===== src/rtl/riscv_hazard_ctrl.sv =====
// riscv_hazard_ctrl: pipeline hazard controller for a 5-stage RISC-V core.
// Keeps a three-entry scoreboard (EX, MEM, WB) of in-flight destination
// registers. It raises a bubble on a read-after-write dependency and a
// two-cycle flush on a taken branch.
// Build option: define RISCV_FORWARD_EN for a core with full EX/MEM
// forwarding. In that build only load-use stalls remain. Without it, EX and
// MEM producers both stall the consumer.
module riscv_hazard_ctrl (
   input  logic        clk,
   input  logic        rst,
   input  logic        id_valid,
   input  logic [4:0]  id_rs1,
   input  logic [4:0]  id_rs2,
   input  logic        id_rs1_used,
   input  logic        id_rs2_used,
   input  logic [4:0]  id_rd,
   input  logic        id_we,
   input  logic        id_is_load,
   input  logic        branch_taken,
   output logic        bubble,
   output logic        id_kill,
   output logic        flush,
   output logic [1:0]  state,
   output logic [15:0] stall_count
);

   typedef enum logic [1:0] {
      ST_RUN   = 2'd0,
      ST_STALL = 2'd1,
      ST_FLUSH = 2'd2
   } state_t;

`ifdef RISCV_FORWARD_EN
   // Forwarding covers every ALU result, so only a load still in EX is a hazard.
   localparam logic EX_LOAD_ONLY = 1'b1;
   localparam logic CHECK_MEM    = 1'b0;
`else
   localparam logic EX_LOAD_ONLY = 1'b0;
   localparam logic CHECK_MEM    = 1'b1;
`endif
   // The register file writes before it reads, so a WB producer is never a hazard.
   localparam logic CHECK_WB     = 1'b0;

   state_t      state_q, state_d;
   logic        ex_vld_q, mem_vld_q, wb_vld_q, ex_vld_d;
   logic [4:0]  ex_rd_q, mem_rd_q, wb_rd_q;
   logic        ex_ld_q, mem_ld_q, wb_ld_q;
   logic [15:0] stall_count_q, stall_count_d;
   logic        hit_ex, hit_mem, hit_wb;
   logic        hazard, issue;

   // Dependency of the ID sources on one scoreboard entry. x0 never matches.
   function automatic logic entry_hit(input logic       vld,
                                      input logic [4:0] rd,
                                      input logic       ld,
                                      input logic       need_load,
                                      input logic [4:0] rs1,
                                      input logic       u1,
                                      input logic [4:0] rs2,
                                      input logic       u2);
      logic dep;
      dep = (u1 & (rs1 == rd)) | (u2 & (rs2 == rd));
      return vld & (rd != 5'd0) & dep & (ld | ~need_load);
   endfunction

   // The stall counter sticks at all-ones instead of wrapping.
   function automatic logic [15:0] sat_inc(input logic [15:0] v);
      return (v == 16'hFFFF) ? v : v + 16'd1;
   endfunction

   // Hazard detection and zero-latency control outputs; all forced low in reset.
   always_comb begin
      hit_ex  = entry_hit(ex_vld_q, ex_rd_q, ex_ld_q, EX_LOAD_ONLY,
                          id_rs1, id_rs1_used, id_rs2, id_rs2_used);
      hit_mem = CHECK_MEM & entry_hit(mem_vld_q, mem_rd_q, mem_ld_q, 1'b0,
                                      id_rs1, id_rs1_used, id_rs2, id_rs2_used);
      hit_wb  = CHECK_WB & entry_hit(wb_vld_q, wb_rd_q, wb_ld_q, 1'b0,
                                     id_rs1, id_rs1_used, id_rs2, id_rs2_used);
      hazard  = 1'b0;
      flush   = 1'b0;
      bubble  = 1'b0;
      id_kill = 1'b0;
      if (!rst) begin
         // ID content is stale while flushing, so its hazards are meaningless.
         hazard  = id_valid & (hit_ex | hit_mem | hit_wb) & (state_q != ST_FLUSH);
         flush   = branch_taken | (state_q == ST_FLUSH);
         bubble  = hazard & ~flush;
         id_kill = flush | bubble;
      end
   end

   // Next-state, issue and counter update; branch wins over stall.
   always_comb begin
      state_d = ST_RUN;
      if (branch_taken) begin
         state_d = ST_FLUSH;
      end else if (bubble) begin
         state_d = ST_STALL;
      end
      issue         = id_valid & ~bubble & ~flush;
      ex_vld_d      = issue & id_we & (id_rd != 5'd0);
      stall_count_d = bubble ? sat_inc(stall_count_q) : stall_count_q;
   end

   // Control state: FSM, scoreboard valid bits and stall counter.
   always_ff @(posedge clk) begin
      if (rst) begin
         state_q       <= ST_RUN;
         ex_vld_q      <= 1'b0;
         mem_vld_q     <= 1'b0;
         wb_vld_q      <= 1'b0;
         stall_count_q <= 16'd0;
      end else begin
         state_q       <= state_d;
         ex_vld_q      <= ex_vld_d;
         mem_vld_q     <= ex_vld_q;
         wb_vld_q      <= mem_vld_q;
         stall_count_q <= stall_count_d;
      end
   end

   // Scoreboard payload advances every cycle; the valid bits qualify it.
   always_ff @(posedge clk) begin
      ex_rd_q  <= id_rd;
      ex_ld_q  <= id_is_load;
      mem_rd_q <= ex_rd_q;
      mem_ld_q <= ex_ld_q;
      wb_rd_q  <= mem_rd_q;
      wb_ld_q  <= mem_ld_q;
   end

   assign state       = state_q;
   assign stall_count = stall_count_q;

endmodule


===== config.mk =====
export PLATFORM = sky130hd
export DESIGN_NAME = riscv_hazard_ctrl
export DESIGN_NICKNAME = d
export VERILOG_FILES = /design/src/rtl/riscv_hazard_ctrl.sv
export SDC_FILE = /design/constraint.sdc
export NUM_CORES = 1
export LEC_CHECK = 0
export CAP_MARGIN = 20
export CORE_MARGIN = 4
export CORE_UTILIZATION = 37
export CTS_CLUSTER_DIAMETER = 60
export CTS_CLUSTER_SIZE = 16
export DETAILED_ROUTE_END_ITERATION = 10
export GPL_ROUTABILITY_DRIVEN = 1
export SLEW_MARGIN = 10
export SYNTH_ARGS = -nofsm -noshare
export SYNTH_HDL_FRONTEND = slang
export SYNTH_SLANG_ARGS = --single-unit

===== constraint.sdc =====
create_clock -name clk -period 5.6 [get_ports clk]
set_input_delay 1.12 -clock clk [delete_from_list [all_inputs] [get_ports clk]]
set_output_delay 1.12 -clock clk [all_outputs]
set_load 0.02 [all_outputs]

==> metrics.txt <==
# TYPE chip_impl_metric gauge
chip_impl_info{name="status",value="finished clean"} 1
chip_impl_metric{name="grt_util_all_layers",unit=""} 0.150
chip_impl_metric{name="post_drt_via_cell_ratio",unit=""} 5.50
chip_impl_metric{name="crit_required",unit="ns"} 4.48
chip_impl_metric{name="report.final.hold_viol_count",unit=""} 0
chip_impl_metric{name="syn_inst",unit=""} 166
chip_impl_metric{name="flow.area_growth_from_synthesis",unit="%"} 34.5
chip_impl_metric{name="count_of_h_tree_levels_built_during_cts",unit=""} 2
chip_impl_metric{name="timing.critical_path.slowest_cell_delay",unit="ns"} 0.62
chip_impl_metric{name="detailed_route_wl",unit="mm"} 3.86
chip_impl_metric{name="initial_core_util",unit=""} 0.385
chip_impl_metric{name="drt_iter0_markers",unit=""} 45
chip_impl_metric{name="postCtsHoldBufs",unit=""} 0
chip_impl_metric{name="postCtsSetupRepairBufs",unit=""} 0
chip_impl_metric{name="timing.critical_path.fanout_max",unit=""} 9
chip_impl_metric{name="core",unit="sq um"} 4060
chip_impl_metric{name="synth-warning-count",unit=""} 0
chip_impl_metric{name="dp_cells",unit=""} 252
chip_impl_metric{name="placement_rows",unit=""} 23
chip_impl_metric{name="die-width",unit="um"} 73.0
chip_impl_metric{name="die_outline_height",unit="um"} 73.0
chip_impl_metric{name="drtAntennaViolNets",unit=""} 0
chip_impl_info{name="worst_setup_path_start_kind",value="primary input"} 1
chip_impl_metric{name="use_met2",unit=""} 0.214
chip_impl_metric{name="worstSkewPairLatency",unit="ns"} 0.28
chip_impl_metric{name="synth-seq-area-share",unit=""} 0.384
chip_impl_metric{name="via_count",unit=""} 1431
chip_impl_metric{name="cts-buffers-inserted",unit=""} 5
chip_impl_metric{name="fin_skew",unit="ns"} 0.00380
chip_impl_info{name="peak_usage_layer_in_the_global_routing_report",value="met2"} 1
chip_impl_info{name="hold_class",value="flop to flop"} 1
chip_impl_metric{name="syn_area",unit="sq um"} 1560
chip_impl_info{name="cell_occurring_most_often_along_the_worst_timing_path",value="clkdlybuf4s50_1"} 1
chip_impl_info{name="setup.worst_path.class",value="primary input to output port"} 1
chip_impl_metric{name="globalRoute.totalOverflow",unit=""} 0
chip_impl_metric{name="layout.cells.non_filler",unit=""} 260
chip_impl_metric{name="layout_worst_path_cycle_share",unit=""} 0.805
chip_impl_metric{name="slew_violations",unit=""} 0
chip_impl_metric{name="synth.ff_latch_count",unit=""} 30
chip_impl_info{name="rsz0062_at_grt",value="false"} 1
chip_impl_metric{name="max_slew.worst_pin.slew",unit="ns"} 0.538
chip_impl_metric{name="first_pass_iters",unit=""} 4
chip_impl_metric{name="period_needed",unit="ns"} 4.51
chip_impl_metric{name="pwr_density_cell",unit="nW/um^2"} 225
chip_impl_metric{name="max_freq",unit="GHz"} 0.222
chip_impl_metric{name="cp.arrival",unit="ns"} 3.39
chip_impl_metric{name="final_gp_congestion",unit=""} 0.925
chip_impl_metric{name="pin_count_of_the_biggest_net_entering_global_routing",unit=""} 27
chip_impl_metric{name="max-clock-path-buffers",unit=""} 2
chip_impl_metric{name="total_power",unit="uW"} 473
chip_impl_metric{name="nNetsFinal",unit=""} 233
chip_impl_info{name="timing.critical_path.cells",value="clkdlybuf4s50_1, xnor2_1, nand4_1, o22ai_1, a22oi_4, nand2b_1, a21oi_1, clkdlybuf4s50_1"} 1
chip_impl_metric{name="cap_violations",unit=""} 0
chip_impl_metric{name="routed_length_per_placed_instance",unit="um"} 14.9
chip_impl_metric{name="irDropWorstVdd",unit="V"} 0.0000878
chip_impl_metric{name="timing.setup.tns",unit="ns"} 0
chip_impl_metric{name="grt_pass1_vias",unit=""} 1407
chip_impl_metric{name="count_of_cells_along_the_worst_register_to_register_path",unit=""} 7
chip_impl_info{name="cts-root-buf",value="clkbuf_8"} 1
chip_impl_metric{name="syn_nets",unit=""} 190
chip_impl_metric{name="initial_antenna_violation_count",unit=""} 0
chip_impl_metric{name="clkTransAtPathRegs",unit="ns"} 0.06
chip_impl_metric{name="grt_pass1_wl",unit="mm"} 6.31
chip_impl_metric{name="num_io_pins",unit=""} 44
chip_impl_metric{name="max-slew-margin-rel",unit=""} 0.640
chip_impl_info{name="setup.worst_path.end_class",value="output port"} 1
chip_impl_metric{name="gr-usage-met3",unit=""} 0.0592
chip_impl_metric{name="post_route_cells_drive_above_1_share",unit=""} 0.0857
chip_impl_metric{name="detail_route.drc_violations",unit=""} 0
chip_impl_metric{name="hpwlAfterDp",unit="mm"} 2.77
chip_impl_metric{name="insertedDiodeCount",unit=""} 0
chip_impl_metric{name="worst_hold_slack",unit="ns"} 0.409
chip_impl_metric{name="min_delay_path_depth",unit=""} 0
chip_impl_metric{name="setup_viol",unit=""} 0
chip_impl_info{name="timing.critical_path.slowest_stage_cell",value="clkdlybuf4s50_1"} 1
chip_impl_metric{name="postSynthAreaPerCell",unit="sq um"} 9.42
chip_impl_info{name="tritoncts",value="built"} 1
chip_impl_metric{name="die_area",unit="sq um"} 5330
chip_impl_metric{name="quantity_of_gates_resized_following_cts",unit=""} 0
chip_impl_metric{name="buffer_ports.inserted",unit=""} 42
chip_impl_metric{name="cellLeakagePower",unit="nW"} 0.688
chip_impl_metric{name="synthDistinctLibCells",unit=""} 37
chip_impl_metric{name="cts_num_sinks",unit=""} 30
chip_impl_metric{name="groute.layer.met1.usage",unit=""} 0.196
==> Yosys cell counts <==
cell	number	area share
mux2_2	1	0.0072
a21oi_1	16	0.051
o31ai_1	12	0.058
a221oi_2	1	0.0096
nor2_1	5	0.012
ha_1	1	0.0080
nand2_1	11	0.026
nand3b_2	1	0.0072
buf_12	1	0.013
nor2b_1	3	0.012
and3_1	2	0.0080
and4b_1	2	0.013
dfxtp_1	30	0.38
o21bai_4	1	0.012
xnor2_1	20	0.11
and4bb_2	1	0.0080
or4_1	15	0.072
and4_1	2	0.011
o21a_1	2	0.0096
nor4_1	1	0.0040
or3_1	2	0.0080
nand4_2	1	0.0080
clkbuf_1	2	0.0048
nand3_1	5	0.016
a2111o_1	1	0.0072
buf_4	2	0.0096
and2_1	2	0.0080
o22ai_1	2	0.0080
nor3_2	1	0.0064
nand4_1	8	0.032
a22oi_4	1	0.014
nor3_1	1	0.0032
inv_1	3	0.0072
o21ai_0	3	0.0096
buf_6	2	0.014
buf_1	1	0.0024
nand2b_1	1	0.0040
==> registers in the layout (all words and copies together), names as in the netlist <==
signal / flops
ex_rd_q: 5
mem_rd_q: 5
stall_count: 16
mem_vld_q: 1
ex_vld_q: 1
state: 2
==> where the power goes <==
part | switching [mW] | internal (mW)
registers | 0.00508 | 0.218
clock network | 0.0779 | 0.124
logic | 0.0200 | 0.0283
total | 0.103 | 0.370
==> cells by family after synthesis <==
kind of cell,Yosys count,share of synthesized area
multiplexers,1,0.00720
buffers and inverters,11,0.0512
AND/OR/NAND/NOR,64,0.259
flip-flops,30,0.384
adder cells (fa/ha/maj),1,0.00800
XOR/XNOR,20,0.112
AO/OA/AOI/OAI,39,0.178
==> cell usage in the layout (no fill, tap or decap), drive strengths merged, types with 2 or more instances in the layout <==
master,Yosys,routed
buf,6,2
and4,2,2
and2,2,2
dfxtp,30,30
clkdlybuf4s50,0,42
a21oi,16,16
o31ai,12,12
xnor2,20,20
nand2,11,11
and4b,2,2
or3,2,2
or4,15,15
inv,3,3
and3,2,2
nand4,9,9
o22ai,2,2
nor2,5,5
clkbuf,2,8
nand3,5,5
o21a,2,2
o21ai,3,3
nor3,2,2
nor2b,3,3
==> final cells by class <==
class,count,area [sq um]
Fill cell,373,1950
Timing Repair Buffer,44,435
Clock buffer,8,110
Sequential cell,30,601
Tap cell,50,62.6
Inverter,3,11.3
Multi-Input combinational cell,125,883
==> path summary, 6_finish.rpt <==
path | startpoint | endpoint | slack, ns
setup / recovery | id_rs1[1] | id_kill | 1.09
hold / removal | ex_rd_q[2] | mem_rd_q[2] | 0.41
setup reg to reg | mem_rd_q[1] | stall_count[9] | 3.24
hold reg to reg | ex_rd_q[2] | mem_rd_q[2] | 0.41
==> critical path, delay by kind of cell <==
family | cells | cell delay (ns)
compound gates | 3 | 0.65
simple gates | 2 | 0.32
buf+inv | 2 | 1.08
xor+xnor | 1 | 0.22
==> routing by layer <==
metal | up-vias | share of wire
li1 | 715 | -
met3 | 8 | 0.067
met2 | 54 | 0.44
met1 | 654 | 0.47
met4 | 0 | 0.018
met5 | - | 0
==> per-stage QoR <==
stage               utilization  worst slack (ns)  instance area [sq um]
floorplan                     -              1.96                   1560
global placement          0.491              1.13                   1990
detailed placement        0.491              1.09                   1990
CTS                       0.518              1.08                   2100
global route              0.518             0.997                   2100
finish                    0.518              1.09                   2100
Power figures use the tool's default switching activity.
